### src/rtl/rc5_key_expand.sv
// RC5-16 key expansion engine (w=16, b=16, c=8).
// Builds the S table (up to 64 words) from a 128-bit key in three phases:
// INIT fills S with the P/Q sequence one word per cycle, MIX performs one
// mixing iteration per cycle, and DONE pulses completion. The S table stays
// readable through a registered read port for the downstream cipher core.
module rc5_key_expand #(
    parameter logic [15:0] P_CONST = 16'hB7E1,
    parameter logic [15:0] Q_CONST = 16'h9E37
) (
    input  logic         clk,
    input  logic         rst,
    input  logic         start,
    input  logic [4:0]   num_rounds,
    input  logic [127:0] key,
    output logic         busy,
    output logic         done,
    output logic         key_valid,
    input  logic [5:0]   s_rd_addr,
    output logic [15:0]  s_rd_data
);

    localparam int unsigned W      = 16;
    localparam int unsigned S_MAX  = 64;
    localparam int unsigned C_WRDS = 8;

    typedef enum logic [1:0] {
        IDLE = 2'd0,
        INIT = 2'd1,
        MIX  = 2'd2,
        DONE = 2'd3
    } state_t;

    state_t          state;
    logic [W-1:0]    s_mem [S_MAX];
    logic [W-1:0]    l_mem [C_WRDS];
    logic [W-1:0]    a_reg;
    logic [W-1:0]    b_reg;
    logic [5:0]      i_idx;
    logic [2:0]      j_idx;
    logic [7:0]      mix_cnt;
    logic [5:0]      t_last;
    logic [7:0]      n_last;

    logic [6:0]      t_w;
    logic [6:0]      t_eff;
    logic [7:0]      n_w;
    logic [W-1:0]    init_word;
    logic [W-1:0]    a_new;
    logic [W-1:0]    ab_sum;
    logic [W-1:0]    b_new;
    logic            accept;

    // Rotate left by the low four bits; an amount of zero returns x unchanged.
    function automatic logic [W-1:0] rotl16(input logic [W-1:0] x, input logic [3:0] s);
        logic [2*W-1:0] d;
        d = {x, x} << s;
        return d[2*W-1:W];
    endfunction

    // Table size, mix length, INIT word and one MIX iteration.
    always_comb begin
        t_w       = {1'b0, num_rounds, 1'b0} + 7'd2;
        t_eff     = (t_w < 7'd8) ? 7'd8 : t_w;
        n_w       = 8'(t_eff) * 8'd3;
        init_word = (i_idx == 6'd0) ? P_CONST : s_mem[i_idx - 6'd1] + Q_CONST;
        a_new     = rotl16(s_mem[i_idx] + a_reg + b_reg, 4'd3);
        ab_sum    = a_new + b_reg;
        b_new     = rotl16(l_mem[j_idx] + ab_sum, ab_sum[3:0]);
        accept    = (state == IDLE) && start;
    end

    // Control FSM, index/accumulator registers and status outputs.
    always_ff @(posedge clk) begin
        if (rst) begin
            state     <= IDLE;
            busy      <= 1'b0;
            done      <= 1'b0;
            key_valid <= 1'b0;
            a_reg     <= '0;
            b_reg     <= '0;
            i_idx     <= '0;
            j_idx     <= '0;
            mix_cnt   <= '0;
            t_last    <= '0;
            n_last    <= '0;
        end else begin
            done <= 1'b0;
            case (state)
                IDLE: begin
                    if (start) begin
                        t_last    <= 6'(t_w - 7'd1);
                        n_last    <= n_w - 8'd1;
                        a_reg     <= '0;
                        b_reg     <= '0;
                        i_idx     <= '0;
                        j_idx     <= '0;
                        mix_cnt   <= '0;
                        busy      <= 1'b1;
                        key_valid <= 1'b0;
                        state     <= INIT;
                    end
                end
                INIT: begin
                    if (i_idx == t_last) begin
                        i_idx <= '0;
                        state <= MIX;
                    end else begin
                        i_idx <= i_idx + 6'd1;
                    end
                end
                MIX: begin
                    a_reg   <= a_new;
                    b_reg   <= b_new;
                    i_idx   <= (i_idx == t_last) ? 6'd0 : i_idx + 6'd1;
                    j_idx   <= j_idx + 3'd1;
                    mix_cnt <= mix_cnt + 8'd1;
                    if (mix_cnt == n_last) begin
                        done      <= 1'b1;
                        key_valid <= 1'b1;
                        state     <= DONE;
                    end
                end
                DONE: begin
                    busy  <= 1'b0;
                    state <= IDLE;
                end
                default: state <= IDLE;
            endcase
        end
    end

    // S and L storage; contents are don't-care until an expansion completes.
    always_ff @(posedge clk) begin
        if (!rst) begin
            if (accept) begin
                for (int k = 0; k < int'(C_WRDS); k++) begin
                    l_mem[k] <= key[16*k +: 16];
                end
            end else if (state == INIT) begin
                s_mem[i_idx] <= init_word;
            end else if (state == MIX) begin
                s_mem[i_idx] <= a_new;
                l_mem[j_idx] <= b_new;
            end
        end
    end

    // Registered S-table read port, one-cycle latency.
    always_ff @(posedge clk) begin
        if (rst) begin
            s_rd_data <= '0;
        end else begin
            s_rd_data <= s_mem[s_rd_addr];
        end
    end

endmodule
### config.mk
export PLATFORM = sky130hd
export DESIGN_NAME = rc5_key_expand
export DESIGN_NICKNAME = d
export VERILOG_FILES = /design/src/rtl/rc5_key_expand.sv
export SDC_FILE = /design/constraint.sdc
export NUM_CORES = 2
export LEC_CHECK = 0
export CORE_MARGIN = 2
export CORE_UTILIZATION = 50
export CTS_BUF_LIST = sky130_fd_sc_hd__clkbuf_8
export CTS_CLUSTER_DIAMETER = 150
export DETAILED_ROUTE_END_ITERATION = 10
export PLACE_DENSITY_LB_ADDON = 0.05
export RECOVER_POWER = 25
export SYNTH_ARGS = -nofsm -noshare
export SYNTH_HDL_FRONTEND = slang
export SYNTH_SLANG_ARGS = --single-unit
### constraint.sdc
create_clock -name clk -period 14.1 [get_ports clk]
set_input_delay 2.82 -clock clk [delete_from_list [all_inputs] [get_ports clk]]
set_output_delay 2.82 -clock clk [all_outputs]
set_load 0.01 [all_outputs]
==> metrics.cfg <==
[timing]
finalWorstSetupSlack_ns=1.87
rsz0062_at_grt=no
slew_violations=801
finClkSkew_ns=0.0695
setup_viol=0
setup_tns_ns=0
fin_crit_sh=0.867
tightestPinTransition_ns=2.76
fmaxAchievable_ghz=0.0818
period_needed_ns=12.23
finalHoldViolCount=0
slew_headroom=-0.850

[grt]
grt_pass1_wl_mm=335
antenna_found_initial=22
grt_pass1_vias=43800
grt_max_degree=132
grt_usage=0.340
overflow=0

[yosys]
syn_inst=3817
synth_top_cell_area_share=0.499
seq_area_frac_synth=0.526
synth_cell_types=84
synth_ff_type=edfxtp_1
ys_seq_elements=1244
synth_area_leader_cell=edfxtp_1
avgSynthCellArea_um2=18.2
synth_area_leaders=edfxtp_1, mux4_2, dfxtp_1
synth_area_mm2=0.0693
yosys_warnings=0
synth_edf_count=1152
synth_nets=4042
async_flop_share=0

[setup_path]
crit_slowest_cell=dfxtp_4
start_kind=flip-flop
max_stage_delay_ns=0.92
r2r-end=l_mem[0][3]
critPathArrivalTime_ns=13.03
critical_path_class=reg2reg
crit_fanout=37
reg2regPathDepth=35
rrSetupSlack_ns=1.87
worst_setup_path_end_kind=flip-flop
crit_end=l_mem[0][3]
cp.required_ns=14.90

[route]
via_per_inst=7.35
dr_total_vias=43800
wire_per_inst_um=40.2
dr.pass1.iters=8
ant_nets=0
drcViolationCount=0
dr.first_iter.drc_count=5831
drt_wl_total_mm=239

[cells_and_area]
nFillCells=10400
regMostFlops=s_mem
final_nets=4200
multiInputGateArea_mm2=0.0318
regArea_mm2=0.0365
layout-drive-gt1-share=0.383
reg_top3=s_mem (1024), l_mem (128)
area_growth_pct=11.5
largest_reg_flops=1024

[placed_design]
portBuffers=160
place_congestion=0.963
dp_hpwl_mm=154
place_ws_ns=1.97

[die]
pin_count=161
core_area_mm2=0.137
initial_utilization=0.504
num_rows=136
dieArea_mm2=0.142
chipWidth_um=376
fp.dieH_um=376

[cts]
cts_resized=0
cts_setup_buffers=0
clk-insertion-delay-late_ns=0.96
cts_tree=done
clockBufferDepth=3
cts-buffers-inserted=207
clock-sinks=1244
cts.clk_slew.worst_paths_ns=0.06
clock-root-buffer=clkbuf_8
hold_buffers=0
htree_levels=4

[worst_hold_path]
worstHoldPathType=reg2reg

[job]
max-cap-violations=44

[status]
violations=capacitance limit, slew limit
status=finished, violations left

layer usage:
metal	track usage	routed length, um	vias up
li1	-	-	16800
met1	0.441	85700	23100
met2	0.525	111000	3271
met3	0.104	28500	584
met4	0.170	13700	20
met5	0	118	-
critical path: cells and delay by family (launching register included):
kind	cells	cell delay [ns]
buffers and inverters	1	0.40
flip-flops	1	0.92
adder cells (fa/ha/maj)	5	1.90
AO/OA/AOI/OAI	19	4.82
multiplexers	5	2.50
AND/OR/NAND/NOR	1	0.23
XOR/XNOR	4	1.21
kinds of logic after synthesis:
| family | Yosys count | share of synthesized area |
|---|---|---|
| muxes | 1169 | 0.356 |
| DFF | 1244 | 0.526 |
| buffers and inverters | 371 | 0.0220 |
| xor gates and xnor gates | 89 | 0.0119 |
| adders and majority gates | 83 | 0.0169 |
| and+or+nand+nor | 498 | 0.0322 |
| AOI/OAI and AO/OA | 363 | 0.0357 |
final cells by class:
cell class              count  area share
diodes                     10    0.000324
clock buffers             217      0.0386
clock inverters           170      0.0142
inverters                  55     0.00267
multi-input cells        2202       0.412
flip-flops and latches   1244       0.472
well taps                1794      0.0290
repair buffers            265      0.0317
synth_stat cells, types with 10 or more instances:
cell type	n
fa_1	18
a22o_1	11
o31ai_1	24
ha_1	65
a22oi_1	36
a211oi_1	14
or3_1	12
o211ai_1	12
nor2b_1	21
buf_1	74
buf_2	35
mux2_2	102
nor3_1	19
nor2_1	205
nor4_1	10
dfxtp_1	92
o21ai_0	73
buf_4	11
xnor2_1	50
clkbuf_1	190
mux4_2	1025
a31oi_1	13
nand3_1	46
mux2i_1	42
a21oi_1	72
a21o_1	28
edfxtp_1	1152
nand2b_1	10
inv_1	53
nand2_1	131
xor2_1	35
cell usage in the layout (no fill, tap or decap), types with 11 or more instances in the layout:
master,synthesis,layout
clkbuf_8,0,217
a22o_1,11,11
or3_1,12,12
xor2_1,35,35
mux2i_1,42,42
nor2_1,205,172
a22oi_1,36,36
a21o_1,28,28
o211ai_1,12,12
dfxtp_1,92,86
clkbuf_1,190,17
nor3_1,19,19
a21oi_1,72,67
clkdlybuf4s50_1,0,132
nand2_1,131,130
a211oi_1,14,13
dlygate4sd3_1,0,22
buf_4,11,80
ha_1,65,64
o31ai_1,24,23
nor2b_1,21,21
a31oi_1,13,11
nor2_4,0,24
clkinv_2,0,43
inv_1,53,115
xnor2_1,50,45
nand3_1,46,45
clkinv_1,1,38
mux2_2,102,102
o21ai_0,73,70
fa_1,18,18
mux4_2,1025,1025
edfxtp_1,1152,1152
metrics by stage:
| step | std cells | instance area [um2] | util | hold slack, ns |
|---|---|---|---|---|
| CTS | 5946 | 77500 | 0.564 | 0.477 |
| finish | 5957 | 77300 | 0.562 | 0.479 |
| floorplan | 3817 | 69300 | - | 0.444 |
| global placement | 5559 | 73400 | 0.534 | 0.453 |
| detailed placement | 5559 | 73400 | 0.534 | 0.468 |
| global route | 5951 | 77300 | 0.562 | 0.490 |
worst min path at each step:
stage / cells past startpoint / from / endpoint
finish: 2 / n_last[6] / n_last[6]
global route: 2 / n_last[6] / n_last[6]
CTS: 2 / n_last[6] / n_last[6]
detailed placement: 2 / n_last[6] / n_last[6]
global placement: 2 / key_valid / key_valid
floorplan: 2 / n_last[4] / n_last[4]
Power is not shown: default switching activity piles up to over one toggle a cycle in this logic, so the estimate is an artifact.
